[src/rtl/downsample_avg2x2_if.sv]
// rtl/downsample_avg2x2_if.sv - job control plus input/output memory ports of the 2x2 averaging downsampler
interface downsample_avg2x2_if #(
  parameter int length = 16
);
  logic              start;
  logic [2:0]        size_downsample;
  logic              done;
  logic [length-1:0] t_data_in;
  logic [13:0]       addr_input;
  logic [length-1:0] t_data_out;
  logic              en_write_out;
  logic [13:0]       addr_output;

  modport slave (
    input  start, size_downsample, t_data_in,
    output done, addr_input, t_data_out, en_write_out, addr_output
  );

  modport master (
    output start, size_downsample, t_data_in,
    input  done, addr_input, t_data_out, en_write_out, addr_output
  );
endinterface

[src/rtl/downsample_avg2x2.sv]
// rtl/downsample_avg2x2.sv - averages each 2x2 block of a WxW signed map into a (W/2)x(W/2) map
module downsample_avg2x2 #(
  parameter int length = 16
) (
  input  logic                 clk,
  input  logic                 rst,
  downsample_avg2x2_if.slave   bus
);

  typedef enum logic [1:0] {IDLE, RUN, FLUSH, DONE} state_t;

  state_t              state, state_nxt;
  logic [2:0]          size_q;
  logic [2:0]          phase;
  logic [5:0]          r, c;
  logic signed [length+1:0] acc;
  logic [length+1:0]   ext, sum;
  logic [13:0]         addr_hold, rd_addr, wr_addr;
  logic [6:0]          half_m1, row, col;
  logic                last_col, last_pixel;

  // Read address of the current tap: phase bit 1 picks the lower row, bit 0 the right column.
  always_comb begin
    half_m1    = (7'd2 << size_q) - 7'd1;
    last_col   = ({1'b0, c} == half_m1);
    last_pixel = last_col && ({1'b0, r} == half_m1) && (phase == 3'd4);
    row        = {r, 1'b0} | {6'b0, phase[1]};
    col        = {c, 1'b0} | {6'b0, phase[0]};
    rd_addr    = (({7'b0, row} << size_q) << 2) | {7'b0, col};
    wr_addr    = (({8'b0, r} << size_q) << 1) | {8'b0, c};
    ext        = {{2{bus.t_data_in[length-1]}}, bus.t_data_in};
    sum        = acc + ext;
  end

  always_ff @(posedge clk) begin
    if (rst) state <= IDLE;
    else     state <= state_nxt;
  end

  always_comb begin
    state_nxt = state;
    case (state)
      IDLE:  if (bus.start) state_nxt = (bus.size_downsample <= 3'd5) ? RUN : DONE;
      RUN:   if (last_pixel) state_nxt = FLUSH;
      FLUSH: state_nxt = DONE;
      DONE:  state_nxt = IDLE;
      default: state_nxt = IDLE;
    endcase
  end

  // Phase 4 issues no read, so the address bus keeps showing the last tap fetched.
  always_comb begin
    bus.done       = (state == DONE);
    bus.addr_input = (state == RUN && phase != 3'd4) ? rd_addr : addr_hold;
  end

  always_ff @(posedge clk) begin
    if (rst) begin
      size_q           <= 3'd0;
      phase            <= 3'd0;
      r                <= 6'd0;
      c                <= 6'd0;
      acc              <= '0;
      addr_hold        <= 14'd0;
      bus.t_data_out   <= '0;
      bus.en_write_out <= 1'b0;
      bus.addr_output  <= 14'd0;
    end else begin
      bus.en_write_out <= 1'b0;
      addr_hold        <= bus.addr_input;
      if (state == IDLE && bus.start) begin
        size_q <= bus.size_downsample;
        phase  <= 3'd0;
        r      <= 6'd0;
        c      <= 6'd0;
      end
      if (state == RUN) begin
        case (phase)
          3'd1: acc <= ext;
          3'd2, 3'd3: acc <= sum;
          3'd4: begin
            acc              <= sum;
            bus.t_data_out   <= sum[length+1:2];
            bus.en_write_out <= 1'b1;
            bus.addr_output  <= wr_addr;
            if (last_col) begin
              c <= 6'd0;
              r <= r + 6'd1;
            end else begin
              c <= c + 6'd1;
            end
          end
          default: ;
        endcase
        phase <= (phase == 3'd4) ? 3'd0 : phase + 3'd1;
      end
    end
  end

endmodule

[src/flat_wrapper.sv]
// flat-port wrapper written by rule: the top's interface ports become plain ports
module downsample_avg2x2_flat 
#(
  parameter int length = 16
)
  (clk, rst, bus_start, bus_size_downsample, bus_t_data_in, bus_done, bus_addr_input, bus_t_data_out, bus_en_write_out, bus_addr_output);
  downsample_avg2x2_if #(.length(length)) bus_i ();
  input  logic clk;
  input  logic rst;
  input wire logic [$bits(bus_i.start)-1:0] bus_start;
  input wire logic [$bits(bus_i.size_downsample)-1:0] bus_size_downsample;
  input wire logic [$bits(bus_i.t_data_in)-1:0] bus_t_data_in;
  output wire logic [$bits(bus_i.done)-1:0] bus_done;
  output wire logic [$bits(bus_i.addr_input)-1:0] bus_addr_input;
  output wire logic [$bits(bus_i.t_data_out)-1:0] bus_t_data_out;
  output wire logic [$bits(bus_i.en_write_out)-1:0] bus_en_write_out;
  output wire logic [$bits(bus_i.addr_output)-1:0] bus_addr_output;
  assign bus_i.start = bus_start;
  assign bus_i.size_downsample = bus_size_downsample;
  assign bus_i.t_data_in = bus_t_data_in;
  assign bus_done = bus_i.done;
  assign bus_addr_input = bus_i.addr_input;
  assign bus_t_data_out = bus_i.t_data_out;
  assign bus_en_write_out = bus_i.en_write_out;
  assign bus_addr_output = bus_i.addr_output;
  downsample_avg2x2 #(.length(length)) u_core (.clk(clk), .rst(rst), .bus(bus_i));
endmodule
[config.mk]
export PLATFORM = sky130hd
export DESIGN_NAME = downsample_avg2x2_flat
export DESIGN_NICKNAME = d
export VERILOG_FILES = /design/src/rtl/downsample_avg2x2_if.sv /design/src/rtl/downsample_avg2x2.sv /design/src/flat_wrapper.sv
export SDC_FILE = /design/constraint.sdc
export NUM_CORES = 1
export LEC_CHECK = 0
export BUFFER_PORTS_ARGS = -buffer_cell sky130_fd_sc_hd__buf_2
export CORE_MARGIN = 2
export CORE_UTILIZATION = 63
export DETAILED_ROUTE_END_ITERATION = 10
export MAX_ROUTING_LAYER = met4
export PLACE_DENSITY = 0.86
export SLEW_MARGIN = 20
export SYNTH_ARGS = -nofsm -noshare
export SYNTH_HDL_FRONTEND = slang
export SYNTH_SLANG_ARGS = --single-unit
[constraint.sdc]
create_clock -name clk -period 4.1 [get_ports clk]
set_clock_uncertainty 0.15 [all_clocks]
set_input_delay 0.205 -clock clk [delete_from_list [all_inputs] [get_ports clk]]
set_output_delay 0.205 -clock clk [all_outputs]
set_load 0.01 [all_outputs]
==> results of run 1 <==
==> sequential cells by signal, indices dropped and copies added, names as in the netlist <==
signal,count
u_core.c,6
u_core.bus.en_write_out,1
u_core.acc,18
u_core.size_q,3
u_core.phase,3
u_core.r,6
u_core.bus.addr_output,14
u_core.state,2
u_core.bus.t_data_out,16
u_core.addr_hold,14
==> cell usage in the layout (no fill, tap or decap), types with 11 or more instances in the layout <==
cell	synthesis	routed
a31oi_1	16	16
nand3_1	37	37
buf_2	3	67
a21oi_1	58	58
xor2_1	11	11
o21ai_0	53	53
and2_1	19	19
dfxtp_1	83	83
mux2i_1	13	12
nor3_1	19	19
inv_1	14	14
nor2_1	59	59
ha_1	27	27
nand2_1	77	77
==> kinds of logic (layout without fill, tap and decap cells) <==
logic type,after synthesis,in the layout,synth area share
mux,18,18,0.0413
xor+xnor,13,13,0.0225
flops,83,83,0.328
buf+inv,61,112,0.0499
fa+ha+maj,28,28,0.0707
compound gates,193,193,0.236
simple gates,265,265,0.251
==> routing by layer <==
layer | track usage | vias to the layer above | part of all wire
met4 | 0.121 | 0 | 0.027
met1 | 0.420 | 2366 | 0.42
met5 | - | - | 0
li1 | - | 2468 | -
met2 | 0.546 | 205 | 0.49
met3 | 0.0492 | 43 | 0.063
==> worst max-delay path by stage <==
stage                     cells past startpoint             start  slack [ps]              end
after global placement                        6  u_core.size_q[1]        1200  u_core.state[1]
after detailed placement                      6  u_core.size_q[1]        1170  u_core.state[1]
final                                         6  u_core.size_q[1]        1120  u_core.state[1]
after global routing                          6  u_core.size_q[0]         910  u_core.state[1]
after CTS                                     6  u_core.size_q[1]        1140  u_core.state[1]
after floorplan                               7  u_core.size_q[1]        1790  u_core.state[1]
==> power groups by stage <==
stage / clock (uW) / combinational (uW) / sequential [uW]
2_1_floorplan: 0 / 594 / 906
3_3_place_gp: 0 / 695 / 941
3_5_place_dp: 0 / 729 / 946
4_1_cts: 705 / 743 / 927
5_1_grt: 745 / 838 / 938
6_report: 704 / 756 / 931
==> worst max-delay path, stage by stage, from the launching register on <==
cell and delay, ps:
dfxtp_1 950, xor2_1 150, o32ai_1 300, nand3_1 230
or4_4 610, and2_4 160, o311a_1 330
==> synthesized netlist by cell type (3+ instances only) <==
library cell,number,area [um^2]
dfxtp_1,83,1660
a311oi_1,3,26.3
o21ai_0,53,265
buf_4,3,22.5
a21oi_1,58,290
nand2_1,77,289
and4_1,3,26.3
inv_1,14,52.6
mux2_2,3,33.8
nand2b_1,10,62.6
a21o_1,6,45.0
ha_1,27,338
nor2_1,59,221
a211oi_1,9,67.6
nor4_1,4,25.0
xor2_1,11,96.3
mux2i_1,13,130
a31oi_1,16,100
and3_1,10,62.6
o31a_1,4,35.0
clkbuf_1,36,135
o31ai_1,5,37.5
and2_1,19,119
nor2b_1,6,37.5
nand4_1,5,31.3
or3_1,4,25.0
nor3_1,19,95.1
buf_2,3,15.0
o211ai_1,7,52.6
nand3_1,37,185
o21a_1,4,30.0
a41oi_1,5,43.8
==> area by class of cell <==
| type | count | area [um^2] |
|---|---|---|
| multi-input cells | 517 | 3150 |
| fillers | 652 | 2070 |
| flip-flops and latches | 83 | 1660 |
| repair buffers | 82 | 470 |
| clock buffers | 10 | 128 |
| well taps | 102 | 128 |
| clock inverters | 5 | 103 |
| inverters | 15 | 56.3 |
==> through the flow <==
| step | hold slack, ps | cells | util |
|---|---|---|---|
| 2_1_floorplan | 191 | 661 | - |
| 3_3_place_gp | 287 | 790 | 0.692 |
| 3_5_place_dp | 299 | 790 | 0.692 |
| 4_1_cts | 2.55 | 814 | 0.734 |
| 5_1_grt | 12.7 | 814 | 0.734 |
| 6_report | 16.1 | 814 | 0.734 |
==> timing repair <==
| item | CTS | global route |
|---|---|---|
| endpoints found under the hold margin | 9 | 0 |
| hold buffers | 9 | 0 |
| setup buffers | 0 | 0 |
| gates resized for setup | 0 | 0 |
==> flow_metrics.tcl, run 1 <==
set metrics [dict create \
    net-switching-power_uw 848 \
    grt_pass1_wl_um 22600 \
    cts_buffer_depth 2 \
    startpoint_type "flop" \
    synth-seq-cells 83 \
    clk_pin_slew_worst_paths_ps 90 \
    crit_required_ps 4200 \
    maxCapViolCount 0 \
    grt_util_all_layers 0.333 \
    criticalPathCategory "reg2reg" \
    synth-async-reset-ratio 0 \
    synth-main-ff-cell "dfxtp_1" \
    leakage_uw 0.00240 \
    drive_gt1_frac 0.138 \
    hp-start "bus_t_data_in[2]" \
    route.detailed.drc 0 \
    start_util 0.652 \
    critPathCaptureType "flop" \
    syn_to_final_growth_pct 12.6 \
    num-nets-final 758 \
    r2r_slack_ps 1120 \
    synth_seq_area_share 0.328 \
    max_slew_margin 0.367 \
    yosys.cell_types.count 65 \
    core_mm2 0.00777 \
    insertion_delay_ps 360 \
    hpwlAfterDp_um 9600 \
    drt-pass1-iter-count 5 \
    p_sw_frac 0.355 \
    dr.first_iter.drc_count 379 \
    hold_violations 0 \
    finalPower_uw 2390 \
    fp.dieW_um 93.6 \
    wirelength_um 13700 \
    die_area_mm2 0.00877 \
    period_needed_ps 2980 \
    tightestPinTransition_ps 948 \
    gp_congestion 0.933 \
    grt_setup_unrepaired "no" \
    viasPerCell 6.24 \
    antenna_left 0 \
    grt-ovfl-total 0 \
    pin_count 68 \
    r2r_end "u_core.state[1]" \
    maxSlewViolCount 0 \
    setup_viol 0 \
    grt_pass1_vias 4760 \
    pwr_density_cell_mw_per_mm2 420 \
    pwr-share-comb 0.316 \
    hold_path_depth 3 \
    min_path_type "in2reg" \
    port_buffers 67 \
    seqPwrFrac 0.389 \
    htreeDepth 3 \
    ys_warn_count 0 \
    wl_per_cell_um 16.9 \
    numCtsBuffers 9 \
    hold-path-endpoint "u_core.acc[2]" \
    p_clk_frac 0.294 \
    path_max_fanout 28 \
    grt_max_degree 44 \
    row_count 32 \
    crit_arrival_ps 3080 \
    synth_edf_count 0 \
    vdd_ir_drop_max_uv 197 \
    cts_tree "built" \
    netlist_instances 661 \
    rr_startpoint "u_core.size_q[1]" \
    die_y_um 93.6 \
    status "finished clean" \
    setup_ws_ps 1120 \
    stdcell_area_mm2 0.00570 \
    finalCritPeriodShare 0.727 \
    r2r_cells 6 \
    place_ws_ps 1170 \
    syn_avg_cell_area_um2 7.66 \
    n_antenna_cell 0 \
    vias 5082 \
    mappedNetlistArea_mm2 0.00506 \
    intPower_uw 1540 \
    placed_area_mm2 0.00538 \
    tns_ps 0 \
    clk_root_buffer_cell "clkbuf_8" \
    syn-num-nets 711 \
    fmax_mhz 336 \
    cts_sinks 83 \
    antenna_found_initial 0 \
]
(Power assumes the default switching activity.)
==> run 2: changes to the inputs <==
--- a/config.mk
+++ b/config.mk
@@ -5,12 +5,13 @@
 export SDC_FILE = /design/constraint.sdc
 export NUM_CORES = 1
 export LEC_CHECK = 0
+export ABC_AREA = 1
 export BUFFER_PORTS_ARGS = -buffer_cell sky130_fd_sc_hd__buf_2
 export CORE_MARGIN = 2
-export CORE_UTILIZATION = 63
+export CORE_UTILIZATION = 53
 export DETAILED_ROUTE_END_ITERATION = 10
 export MAX_ROUTING_LAYER = met4
-export PLACE_DENSITY = 0.86
+export PLACE_DENSITY = 0.77
 export SLEW_MARGIN = 20
 export SYNTH_ARGS = -nofsm -noshare
 export SYNTH_HDL_FRONTEND = slang
==> constraint.sdc (replaced) <==
create_clock -name clk -period 2.5 [get_ports clk]
set_clock_uncertainty 0.15 [all_clocks]
set_input_delay 0.125 -clock clk [delete_from_list [all_inputs] [get_ports clk]]
set_output_delay 0.125 -clock clk [all_outputs]
set_load 0.01 [all_outputs]
==> run 2 against run 1 <==
  * Hold slack improved by 2.9 ps
  * Die area rose by 20%
  * Register-to-register slack got worse by 840 ps
  * Synthesized area rose by 1.4%
  * Total power rose by 77%
  * Clock power rose by 39%
  * Sequential cell count did not move
  * Global-route usage fell by 4.4 points
  * Critical endpoint is now u_core.bus.t_data_out[7]
==> flow_metrics.tcl, run 2 <==
set metrics [dict create \
    path_max_fanout 5 \
    route.detailed.drc 0 \
    synth_edf_count 0 \
    fmax_mhz 436 \
    synth-main-ff-cell "dfxtp_1" \
    criticalPathCategory "in2reg" \
    r2r_cells 12 \
    drive_gt1_frac 0.155 \
    cts_sinks 83 \
    min_path_type "in2reg" \
    dr.first_iter.drc_count 430 \
    net-switching-power_uw 1790 \
    seqPwrFrac 0.370 \
    yosys.cell_types.count 44 \
    gr-max-usage-layer "met2" \
    final_cell_mix "nand2_1 (203), inv_1 (93), dfxtp_1 (81)" \
    largest_register_ffs 18 \
    n_antenna_cell 0 \
    status "finished clean" \
    grt_util_met2 0.428 \
    maxSlewViolCount 0 \
    p_sw_frac 0.424 \
    synth_seq_area_share 0.324 \
    port_buffers 67 \
    netlist_instances 775 \
    ys_warn_count 0 \
    place_ws_ps 319 \
    hpwlAfterDp_um 10500 \
    r2r_slack_ps 280 \
    row_count 35 \
    wl_per_cell_um 14.4 \
    startpoint_type "input pin" \
    leakage_uw 0.00293 \
    grt_setup_unrepaired "no" \
    post_cts_buffers 0 \
    synth_top_area_share 0.324 \
    viasPerCell 5.28 \
    tns_ps 0 \
    start_util 0.550 \
    rr_startpoint "u_core.acc[0]" \
    wirelength_um 14100 \
    setup_viol 0 \
    period_needed_ps 2290 \
    pin_count 68 \
    syn-num-nets 825 \
    crit_arrival_ps 2400 \
    clk_root_buffer_cell "clkbuf_8" \
    cts_buffer_depth 2 \
    num-nets-final 896 \
    vias 5172 \
    layout_commonest_cell "nand2_1" \
    yosys-top-cells-area "dfxtp_1 (32%), nand2_1 (15%), inv_1 (6.9%)" \
    grt_pass1_vias 4832 \
    drt-pass1-iter-count 5 \
    hold-path-endpoint "u_core.acc[12]" \
    synth-seq-cells 83 \
    fin_hold_ws_ps 18.9 \
    synth_largest_area_cell "dfxtp_1" \
    antenna_found_initial 0 \
    antenna_left 0 \
    fin_util 0.633 \
    crit_required_ps 2610 \
    die_y_um 102 \
    critPathCaptureType "flop" \
    grt_util_all_layers 0.289 \
    placed_area_mm2 0.00557 \
    die_area_mm2 0.0105 \
    syn_avg_cell_area_um2 6.62 \
    finalCritPeriodShare 0.918 \
    pwr-share-comb 0.399 \
    synth_common_cells "nand2_1 (205), inv_1 (94), dfxtp_1 (83), a21oi_1 (69), nor2_1 (54)" \
    use_met1 0.403 \
    grt_pass1_wl_um 23000 \
    maxCapViolCount 0 \
    final.fill_count 887 \
    numCtsBuffers 9 \
    synth-async-reset-ratio 0 \
    grt_max_degree 41 \
    insertion_delay_ps 370 \
    hold_violations 0 \
    yosysMostFrequentCell "nand2_1" \
    largest-register "u_core.acc" \
    clk_pin_slew_worst_paths_ps 90 \
    intPower_uw 2430 \
    cts_tree "built" \
    pwr_density_cell_mw_per_mm2 716 \
    top_regs "u_core.acc (18), u_core.bus.t_data_out (16)" \
    stdcell_area_mm2 0.00591 \
    htreeDepth 3 \
    globalRouteMet3Util 0.0458 \
    max_slew_margin 0.603 \
    hold_path_depth 5 \
    mappedNetlistArea_mm2 0.00513 \
    grt-ovfl-total 0 \
    vdd_ir_drop_max_uv 630 \
    fp.dieW_um 102 \
    setup_ws_ps 206 \
    hp-start "bus_t_data_in[12]" \
    core_mm2 0.00933 \
    tightestPinTransition_ps 595 \
    syn_to_final_growth_pct 15.1 \
    r2r_end "u_core.bus.t_data_out[14]" \
    p_clk_frac 0.231 \
    gp_congestion 0.989 \
]
-- run 2: timing repair --
item,in CTS,in global routing
endpoints found under the hold margin,15,0
endpoints found under the setup margin,2,6
hold buffers,14,0
pin swaps,0,0
resized for setup,2,5
-- run 2: layout make-up --
class | instances | area [um^2] | share of cell area
tap | 129 | 161 | 0.0273
timing repair buffer | 90 | 568 | 0.0962
inverter | 100 | 377 | 0.0638
multi-input combinational | 562 | 2950 | 0.499
clock buffer | 9 | 124 | 0.0210
clock inverter | 7 | 66.3 | 0.0112
sequential | 83 | 1660 | 0.282
-- run 2: worst max-delay path by stage --
stage / start / end / slack [ps] / cells past startpoint
2_1_floorplan: u_core.acc[0] / u_core.bus.t_data_out[14] / 590 / 12
3_3_place_gp: u_core.acc[8] / u_core.bus.t_data_out[7] / 320 / 12
3_5_place_dp: u_core.acc[8] / u_core.bus.t_data_out[7] / 320 / 12
4_1_cts: u_core.state[1] / bus_addr_input[1] / 90 / 8
5_1_grt: u_core.phase[0] / bus_addr_input[11] / 30 / 8
6_report: bus_t_data_in[8] / u_core.bus.t_data_out[7] / 210 / 14
-- run 2: critical path, stage by stage --
cell and delay (ps):
dlygate4sd3_1 530, buf_2 130, ha_1 370, nand2_2 160, inv_1 50, nand2_1 70
nand2_1 100, inv_1 70, nand3_1 180, or2_2 340, nand2_1 90, nand2_1 60
o211ai_1 80, inv_1 50
-- run 2: kinds of logic after synthesis --
| group | Yosys count | share of synthesized area |
|---|---|---|
| adder cells (fa/ha/maj) | 28 | 0.0697 |
| XOR/XNOR | 10 | 0.0171 |
| buffers and inverters | 130 | 0.103 |
| AO/OA/AOI/OAI | 168 | 0.185 |
| flip-flops | 83 | 0.324 |
| AND/OR/NAND/NOR | 356 | 0.301 |
-- run 2: metal layers --
layer | routed length [um] | part of all wire
met5 | 0 | 0
met3 | 803 | 0.057
met1 | 6920 | 0.49
met2 | 6200 | 0.44
met4 | 189 | 0.013
-- run 2: per-stage QoR --
step / total power, uW / std cells
after floorplan: 2770 / 775
after global routing: 4540 / 980
final: 4230 / 980
after global placement: 3170 / 950
after CTS: 4210 / 980
after detailed placement: 3220 / 950
-- run 2: power by group through the flow --
stage	sequential, uW	clock, uW	combinational, uW
final	1570	976	1690
after global routing	1580	1050	1910
after CTS	1560	989	1660
after detailed placement	1590	0	1630
after global placement	1580	0	1590
after floorplan	1550	0	1230
==> run 3: changes to the inputs <==
--- a/config.mk
+++ b/config.mk
@@ -6,12 +6,13 @@
 export NUM_CORES = 1
 export LEC_CHECK = 0
 export ABC_AREA = 1
-export BUFFER_PORTS_ARGS = -buffer_cell sky130_fd_sc_hd__buf_2
+export BUFFER_PORTS_ARGS = -buffer_cell sky130_fd_sc_hd__buf_4
 export CORE_MARGIN = 2
 export CORE_UTILIZATION = 53
 export DETAILED_ROUTE_END_ITERATION = 10
 export MAX_ROUTING_LAYER = met4
 export PLACE_DENSITY = 0.77
+export REMOVE_ABC_BUFFERS = 1
 export SLEW_MARGIN = 20
 export SYNTH_ARGS = -nofsm -noshare
 export SYNTH_HDL_FRONTEND = slang
==> run 3 against run 2 <==
  * The flow now finishes with violations (hold timing)
  * Fmax shrank 3.6%
  * Non-clock buffer count is the same
  * Final area grew 2.2%
  * Via count grew 2.9%
  * Die area is the same
  * Cell count is the same
  * First-iteration DRC count shrank 16%
  * Worst setup slack lost 86 ps
  * Critical path depth shrank 5
  * Largest power group unchanged
==> flow_metrics.tcl, run 3 (synthesized netlist as in run 2, its figures left out) <==
set metrics [dict create \
    wl_per_cell_um 14.3 \
    largest-register "u_core.acc" \
    path_max_fanout 12 \
    start_util 0.550 \
    die_y_um 102 \
    route.detailed.drc 0 \
    wirelength_um 14000 \
    crit_required_ps 2230 \
    fmax_mhz 420 \
    fp.dieW_um 102 \
    maxCapViolCount 0 \
    layout_commonest_cell "nand2_1" \
    min_path_type "in2reg" \
    criticalPathCategory "reg2out" \
    pin_count 68 \
    hpwlAfterDp_um 10100 \
    vdd_ir_drop_max_uv 436 \
    crit_arrival_ps 2100 \
    num-nets-final 896 \
    regArea_mm2 0.00166 \
    row_count 35 \
    final_cell_mix "nand2_1 (205), inv_1 (94), dfxtp_1 (82)" \
    post_cts_buffers 0 \
    gp_congestion 0.967 \
    hold_violations 1 \
    cts_sinks 83 \
    grt_setup_unrepaired "yes" \
    dr.first_iter.drc_count 361 \
    die_area_mm2 0.0105 \
    antenna_found_initial 0 \
    n_antenna_cell 0 \
    final.fill_count 881 \
    viasPerCell 5.43 \
    clk_pin_slew_worst_paths_ps 100 \
    htreeDepth 3 \
    drive_gt1_frac 0.153 \
    grt_pass1_wl_um 22700 \
    clk_root_buffer_cell "clkbuf_8" \
    port_buffers 67 \
    status "finished with violations" \
    numCtsBuffers 9 \
    pwr_density_cell_mw_per_mm2 706 \
    drt-pass1-iter-count 5 \
    cts_tree "built" \
    top_regs "u_core.acc (18), u_core.bus.t_data_out (16)" \
    stdcell_area_mm2 0.00604 \
    grt-ovfl-total 0 \
    startpoint_type "flop" \
    setup_ws_ps 121 \
    fin_util 0.647 \
    insertion_delay_ps 370 \
    maxSlewViolCount 0 \
    syn_to_final_growth_pct 17.7 \
    tightestPinTransition_ps 552 \
    setup_viol 0 \
    grt_util_all_layers 0.284 \
    cts_buffer_depth 2 \
    largest_register_ffs 18 \
    leakage_uw 0.00294 \
    multi_input_area_mm2 0.00295 \
    finalCritPeriodShare 0.952 \
    core_mm2 0.00933 \
    grt_pass1_vias 4702 \
    critPathCaptureType "primary output" \
    fin_hold_ws_ps -7.86 \
    period_needed_ps 2380 \
    placed_area_mm2 0.00572 \
    max_slew_margin 0.631 \
    tns_ps 0 \
    place_ws_ps 393 \
    grt_max_degree 41 \
    finalPower_uw 4260 \
    vias 5323 \
    violations "hold timing" \
    antenna_left 0 \
]
==> run 3: power by group <==
part | switching (uW) | internal [uW] | total, uW
Combinational | 1110 | 643 | 1750
Clock | 570 | 377 | 947
Sequential | 104 | 1460 | 1560
Total | 1780 | 2480 | 4260
==> run 3: cell type report <==
class                      count  area share
clock buffer                   9      0.0205
multi-input combinational    562       0.488
clock inverter                 7     0.00953
tap                          129      0.0267
timing repair buffer          90       0.117
inverter                     100      0.0624
sequential                    83       0.275
==> run 3: per-stage QoR <==
stage	hold WS, ps	instances
after floorplan	37.4	745
after global placement	266	951
after detailed placement	272	951
after CTS	1.60	980
after global routing	9.37	980
final	-7.86	980
==> run 3: routing by layer <==
layer	global-route usage	part of all wire	vias to the layer above
met3	0.0547	0.081	18
met5	-	0	-
met1	0.397	0.48	2429
li1	-	-	2655
met4	0.0779	0.011	0
met2	0.419	0.43	221
==> run 3: what timing repair did <==
action	in CTS	in global routing
hold buffers	13	0
resized for setup	0	3
setup endpoints to repair	0	9
hold endpoints to repair	13	0
==> run 3: worst paths after layout <==
path                                      startpoint              endpoint  slack [ps]  depth (start not counted)
worst max-delay path                 u_core.phase[1]    bus_addr_input[11]         120                          9
worst min-delay path                       bus_start      u_core.size_q[0]          -8                          4
worst max register to register       u_core.state[1]           u_core.r[3]         360                         10
worst min register to register  u_core.addr_hold[12]  u_core.addr_hold[12]         310                          2
==> run 3: critical path, stage by stage, from the launching register on <==
cell and delay [ps]:
dfxtp_1 420, inv_1 120, ha_1 220, nand2_2 100, nand2_1 70, inv_1 320, or2_2 180, o21ai_0 110
inv_1 80, buf_4 110
